`src/rtl/apb_master.sv`:
```
// APB master: turns single cmd_valid/cmd_ready commands into APB IDLE/SETUP/ACCESS transfers.
// Optional ACCESS-phase timeout is compiled in with `define APB_MASTER_TIMEOUT_EN.
module apb_master #(
  parameter int TIMEOUT_CYCLES = 16
) (
  input  logic       pclk,
  input  logic       presetn,
  // Command side: a command moves when cmd_valid && cmd_ready at a rising pclk edge;
  // cmd_ready is high only in IDLE and nothing is queued while a transfer is in flight.
  input  logic       cmd_valid,
  output logic       cmd_ready,
  input  logic       cmd_write,
  input  logic [8:0] cmd_addr,
  input  logic [7:0] cmd_wdata,
  output logic       rsp_valid,
  output logic [7:0] rsp_rdata,
  output logic       rsp_error,
  // APB side
  output logic [8:0] paddr,
  output logic       pwrite,
  output logic [7:0] pwdata,
  output logic       psel,
  output logic       penable,
  input  logic [7:0] prdata,
  input  logic       pready,
  output logic [1:0] dbg_state_o
);

  typedef enum logic [1:0] {
    IDLE   = 2'd0,
    SETUP  = 2'd1,
    ACCESS = 2'd2
  } state_e;

  if (TIMEOUT_CYCLES < 1) begin : g_bad_cfg
    $error("apb_master: TIMEOUT_CYCLES must be at least 1");
  end

  state_e     state_q, state_d;
  logic [8:0] paddr_q, paddr_d;
  logic       pwrite_q, pwrite_d;
  logic [7:0] pwdata_q, pwdata_d;
  logic       rsp_valid_q, rsp_valid_d;
  logic [7:0] rsp_rdata_q, rsp_rdata_d;
  logic       xfer_done;
  logic       timeout_hit;

  assign xfer_done = (state_q == ACCESS) && pready;

`ifdef APB_MASTER_TIMEOUT_EN
  localparam int CNT_W = $clog2(TIMEOUT_CYCLES + 1);

  logic [CNT_W-1:0] cnt_q, cnt_d;
  logic             rsp_error_q;

  // Fires on the last unanswered ACCESS cycle, so ACCESS lasts exactly TIMEOUT_CYCLES.
  assign timeout_hit = (state_q == ACCESS) && !pready &&
                       (cnt_q == CNT_W'(TIMEOUT_CYCLES - 1));

  always_comb begin
    cnt_d = cnt_q;
    if (state_q == SETUP) begin
      cnt_d = '0;
    end else if ((state_q == ACCESS) && !pready) begin
      cnt_d = cnt_q + 1'b1;
    end
  end

  always_ff @(posedge pclk or negedge presetn) begin
    if (!presetn) begin
      cnt_q       <= '0;
      rsp_error_q <= 1'b0;
    end else begin
      cnt_q       <= cnt_d;
      rsp_error_q <= timeout_hit;
    end
  end

  assign rsp_error = rsp_error_q;
`else
  assign timeout_hit = 1'b0;
  assign rsp_error   = 1'b0;
`endif

  always_comb begin
    state_d     = state_q;
    paddr_d     = paddr_q;
    pwrite_d    = pwrite_q;
    pwdata_d    = pwdata_q;
    rsp_valid_d = 1'b0;
    rsp_rdata_d = rsp_rdata_q;
    case (state_q)
      IDLE: begin
        if (cmd_valid) begin
          paddr_d  = cmd_addr;
          pwrite_d = cmd_write;
          pwdata_d = cmd_write ? cmd_wdata : 8'h00;
          state_d  = SETUP;
        end
      end
      SETUP: begin
        state_d = ACCESS;
      end
      ACCESS: begin
        if (xfer_done) begin
          state_d     = IDLE;
          rsp_valid_d = 1'b1;
          if (!pwrite_q) begin
            rsp_rdata_d = prdata;
          end
        end else if (timeout_hit) begin
          // Abort: response carries the error flag, read data is left untouched.
          state_d     = IDLE;
          rsp_valid_d = 1'b1;
        end
      end
      default: begin
        state_d = IDLE;
      end
    endcase
  end

  always_ff @(posedge pclk or negedge presetn) begin
    if (!presetn) begin
      state_q     <= IDLE;
      paddr_q     <= 9'h000;
      pwrite_q    <= 1'b0;
      pwdata_q    <= 8'h00;
      rsp_valid_q <= 1'b0;
      rsp_rdata_q <= 8'h00;
    end else begin
      state_q     <= state_d;
      paddr_q     <= paddr_d;
      pwrite_q    <= pwrite_d;
      pwdata_q    <= pwdata_d;
      rsp_valid_q <= rsp_valid_d;
      rsp_rdata_q <= rsp_rdata_d;
    end
  end

  // Phase strobes decode straight from the state register so reset clears them at once.
  assign psel        = (state_q != IDLE);
  assign penable     = (state_q == ACCESS);
  assign cmd_ready   = (state_q == IDLE);
  assign paddr       = paddr_q;
  assign pwrite      = pwrite_q;
  assign pwdata      = pwdata_q;
  assign rsp_valid   = rsp_valid_q;
  assign rsp_rdata   = rsp_rdata_q;
  assign dbg_state_o = state_q;

endmodule

```
`config.mk`:
```
export PLATFORM = sky130hd
export DESIGN_NAME = apb_master
export DESIGN_NICKNAME = d
export VERILOG_FILES = /design/src/rtl/apb_master.sv
export SDC_FILE = /design/constraint.sdc
export NUM_CORES = 1
export LEC_CHECK = 0
export BUFFER_PORTS_ARGS = -buffer_cell sky130_fd_sc_hd__buf_2
export CAP_MARGIN = 20
export CORE_ASPECT_RATIO = 1.5
export CORE_MARGIN = 1
export CORE_UTILIZATION = 40
export CTS_CLUSTER_SIZE = 12
export DETAILED_ROUTE_END_ITERATION = 8
export GPL_ROUTABILITY_DRIVEN = 0
export PLACE_DENSITY = 0.78
export SYNTH_ARGS = -nofsm -noshare
export SYNTH_HDL_FRONTEND = slang
export SYNTH_SLANG_ARGS = --single-unit
```
`constraint.sdc`:
```
create_clock -name pclk -period 1.6 [get_ports pclk]
set_clock_uncertainty 0.2 [all_clocks]
set_input_delay 0.4 -clock pclk [delete_from_list [all_inputs] [get_ports pclk]]
set_output_delay 0.4 -clock pclk [all_outputs]
set_load 0.05 [all_outputs]
```
==> run metrics, run 1 <==
routed vias=a little under 900; WP data required=1000 ps; area of the mapped netlist=1230 um2; syn_area_per_cell=14.4 um2; input/output buffers=61; ANT cells=0; final max-slew violation count=0; vias in the first global route=905; top cell type's share of synthesized area=59.1%; clk sink count=29; kind of end point of the critical path=primary output; maxcap violations=0; die area=3300 um2; WL/cell=roughly 13 um; most common cell after layout, fill and taps aside=buf_2; clk buf depth=2; grt ovf=0; Synth Instances=85; DRC viols=0; Reg2Reg Depth=5; area leader, netlist=dfrtp_1; largest net degree at the start of global routing=30; R2R setup slack=-130 ps; Routed met2 length=1230 um; met1 wire length=about 1000 um; initial antenna violation count=0; die width=47.2 um; startpoint types=flip-flop; Period minus WS final=1800 ps; Worst Hold Class=input pin to flip-flop; Detailed Place HPWL=1740 um; Vias per Instance=between 4 and 5; post-route cell area=1830 um2; final wirelength=2510 um; highest routed layer=met4; Met3 Routed Length=196 um; Layout area overhead=48.7%; Max FO, Critical Path=6; initial core utilization=42.1%; RSZ-0062 raised after global routing=true; Tot GR Track Use=16.3%; clk root buf=clkbuf_8; TritonRoute pass-1 iters=4; row count=24; kind of critical path=flip-flop to primary output; # H-tree levels=2; sequential element share of the synthesized area=around three fifths; core area=2910 um2; FMAX=555 MHz; first-pass GRT wire length=between 3000 and 4000 um; Crit path largest cell delay=about 450 ps; failing checks=setup timing; Yosys reg bits=29; cts bufs inserted=5; Fin. Hold Viols=0; Final setup viols=20; CP endpoint=cmd_ready; Detail Route Antenna Nets=0; layout cells sized above 1=64.4%; clock slew at reported path FFs=approximately 60 ps; Synth Warn #=0; boundary pin count=63; DP Area=1590 um2; most frequent cells in the layout=buf_2 (58), dfrtp_1 (26), mux2_4 (18), mux2i_1 (9); Crit-path slowest cell=dfrtp_2; CTS tree=done; Yosys cell types=17; initial drt markers=21; final worst setup slack=-203 ps; Critical Path Start=dbg_state_o[0]; worst slew pin tran=616 ps; syn nets=115; RR Endpoint=paddr[6]; outcome=finished, violations left; later-pin clock latency in the skew report=280 ps; period utilization=113%; R2R Path Start=dbg_state_o[1]; synth top area cells=dfrtp_1 (59%), mux2_4 (11%), mux2_2 (8.3%); Die Ht=69.8 um; crit-path cells=or2_4 > clkinvlp_4 > buf_8; Post-layout nets=189; CP Data Arrival Time=roughly 1200 ps; Slew HR=between 50 and 60%
## timing repair
item / 4_1_cts / 5_1_grt
gates resized for setup: 7 / 12
endpoints found under the setup margin: 4 / 18
hold endpoints to repair: 29 / 0
buffers inserted: 1 / 4
pin swaps: 0 / 0
hold buffers: 1 / 0
## sequential cells by signal (all words and copies together), names as in the netlist
| name | count |
|---|---|
| paddr | 9 |
| rsp_valid | 1 |
| pwdata | 8 |
| dbg_state_o | 2 |
| rsp_rdata | 8 |
| pwrite | 1 |
## area by class of cell
cell class                 instances  area, um2
multi-input combinational         42        457
timing repair buffer              72        437
clock inverter                     1       30.0
fill                             229       1090
clock buffer                       7       86.3
sequential                        29        729
inverter                           9       37.5
tap                               39       48.8
## metal layers
metal / track usage [%] / up-vias
met5: 0 / -
met4: 9.21 / 0
met3: 7.55 / 8
li1: - / 417
met2: 25.9 / 55
met1: 16.4 / 406
## synth_stat cells
library cell,instances
buf_12,1
mux2i_1,9
mux2_4,9
and2b_2,1
nor3b_2,1
nand2_1,8
buf_4,1
buf_1,1
and4bb_1,1
or2_2,1
or2b_1,1
conb_1,1
and2_1,1
dfrtp_1,29
inv_1,9
mux2_2,9
buf_6,2
## critical path: cells and delay by family (launching register included)
kind,cells,cell delay [ps]
buffers and inverters,2,200
and+or+nand+nor,1,260
DFF,1,450
## worst min path at each step
stage / startpoint / end / slack, ps / cells after the start
6_report: cmd_addr[7] / paddr[7] / 150 / 2
3_3_place_gp: presetn / rsp_rdata[7] / 250 / 1
3_5_place_dp: presetn / rsp_rdata[3] / 260 / 1
4_1_cts: cmd_addr[3] / paddr[3] / 140 / 2
5_1_grt: cmd_addr[5] / paddr[5] / 150 / 2
2_1_floorplan: presetn / dbg_state_o[0] / -100 / 0
## cells by family after synthesis
logic type,count (synthesis),synth area share (%)
other cells,1,0.306
simple gates,14,6.83
buf+inv,14,7.14
flops,29,59.1
mux,27,26.6
## per-stage QoR
stage,utilization [%],std cells,hold slack [ps],setup TNS [ps],worst slack [ps]
6_report,62.7,199,153,-2010,-203
5_1_grt,62.7,199,148,-3130,-243
4_1_cts,60.1,195,140,-721,-219
3_5_place_dp,54.7,185,262,0,3.70
3_3_place_gp,54.7,185,246,0,24.1
2_1_floorplan,-,85,-95.6,-165,-113
Power of run 1 is left out: the tool's default activity adds up to more than one toggle a clock period on the data nets, which glitch-free logic cannot reach.
==> run 2, diff against run 1 <==
--- a/config.mk
+++ b/config.mk
@@ -14,6 +14,7 @@
 export DETAILED_ROUTE_END_ITERATION = 8
 export GPL_ROUTABILITY_DRIVEN = 0
 export PLACE_DENSITY = 0.78
+export SKIP_CTS_REPAIR_TIMING = 1
 export SYNTH_ARGS = -nofsm -noshare
 export SYNTH_HDL_FRONTEND = slang
 export SYNTH_SLANG_ARGS = --single-unit
==> run metrics, run 2 (synthesized netlist as in run 1, its figures left out) <==
RR Endpoint=pwrite; clk root buf=clkbuf_8; ANT cells=0 (unchanged); routed vias=866 (-2.3%); multi-input logic area=423 um2 (-7.4%); initial antenna violation count=0 (unchanged); Max FO, Critical Path=6 (unchanged); CTS tree=done; Worst Hold Class=input pin to flip-flop; later-pin clock latency in the skew report=280 ps (about the same); Tot GR Track Use=16.2% (-0.058 points); post-route cell area=1760 um2 (-3.4%); first-pass GRT wire length=3720 um (-0.35%); largest net degree at the start of global routing=30 (unchanged); kind of end point of the critical path=primary output; TritonRoute pass-1 iters=2 (-2); Slew HR=58.8% (-0.20 points); Detailed Place HPWL=1740 um (unchanged); Layout area overhead=43.6%; R2R Path Start=dbg_state_o[1]; Vias per Instance=4.42 (-0.76%); period utilization=113% (about the same); CP Data Arrival Time=1200 ps (about the same); vias in the first global route=885 (-2.2%); busiest metal layer after global routing=met2; final max-slew violation count=0 (unchanged); DP Area=1590 um2 (unchanged); met1 GRT Util=16.7% (+0.32 points); Fin. Hold Viols=0 (unchanged); hold path startpoint=cmd_addr[3]; Hold Path Cell Cnt=2 (unchanged); row count=24 (unchanged); clk sink count=29 (unchanged); WL/cell=12.2 um (-3.3%); final wirelength=2390 um (-4.8%); layout cells sized above 1=63.7% (-0.68 points); startpoint types=flip-flop; Period minus WS final=1800 ps (+0.0750 ps); Detail Route Antenna Nets=0 (unchanged); Sequential Area=729 um2 (unchanged); Die Ht=69.8 um (unchanged); die area=3300 um2 (unchanged); failing checks=setup timing; FMAX=555 MHz (about the same); initial drt markers=17 (-19%); Reg2Reg Depth=4 (-1); hold endpoint=paddr[3]; max reg flops=9 (unchanged); core area=2910 um2 (unchanged); cts bufs inserted=5 (unchanged); WHS=150 ps (-2.90 ps); GRT met3 Usage=7.55% (unchanged); clock slew at reported path FFs=60 ps (about the same); most common cell after layout, fill and taps aside=buf_2; Fillers=240 (+4.8%); R2R setup slack=-20 ps (+110 ps); clk buf depth=2 (unchanged); Final setup viols=12 (-40%); worst slew pin tran=619 ps (+3.01 ps); maxcap violations=0 (unchanged); WP data required=1000 ps (about the same); grt ovf=0 (unchanged); final worst setup slack=-203 ps (-0.0750 ps); boundary pin count=63 (unchanged); most frequent cells in the layout=buf_2 (59), dfrtp_1 (26), mux2i_1 (9), mux2_4 (9), mux2_2 (9); kind of critical path=flip-flop to primary output; initial core utilization=42.1% (unchanged); RSZ-0062 raised after global routing=true; input/output buffers=61 (unchanged); Post-layout nets=186 (-1.6%); die width=47.2 um (unchanged); DRC viols=0 (unchanged); # H-tree levels=2 (unchanged); met2 GRT Util=25.4% (-0.46 points); outcome=finished, violations left
## run 2: critical path, cell delays in order (launching register included)
cell and delay [ps]:
dfrtp_2 450, or2_4 260, buf_2 210
## run 2: stage by stage
step,instances,util (%),setup WS (ps),TNS [ps]
finish,196,60.5,-203,-712
global route,196,60.5,-242,-1270
CTS,193,58.7,-309,-826
detailed placement,185,54.7,3.70,0
global placement,185,54.7,24.1,0
floorplan,85,-,-113,-165
## run 2: layout make-up
cell class | count | area share, %
clock buffer | 7 | 4.90
sequential | 29 | 41.4
timing repair buffer | 69 | 23.1
inverter | 9 | 2.13
multi-input combinational | 42 | 24.0
clock inverter | 1 | 1.70
tap | 39 | 2.77
## run 2: how the worst max path moves through the flow
| stage | startpoint | to | slack (ps) | cells after the start |
|---|---|---|---|---|
| global placement | dbg_state_o[1] | cmd_ready | 20 | 3 |
| CTS | dbg_state_o[0] | cmd_ready | -310 | 3 |
| global route | dbg_state_o[0] | psel | -240 | 2 |
| floorplan | dbg_state_o[0] | cmd_ready | -110 | 2 |
| finish | dbg_state_o[0] | psel | -200 | 2 |
| detailed placement | dbg_state_o[0] | cmd_ready | 4 | 3 |
## run 2: per-layer routing
layer	wire length (um)	share of wire, %
met5	0	0
met2	1170	49
met4	58	2.4
met3	194	8.1
met1	966	40
Power of run 2 is left out for the same reason.
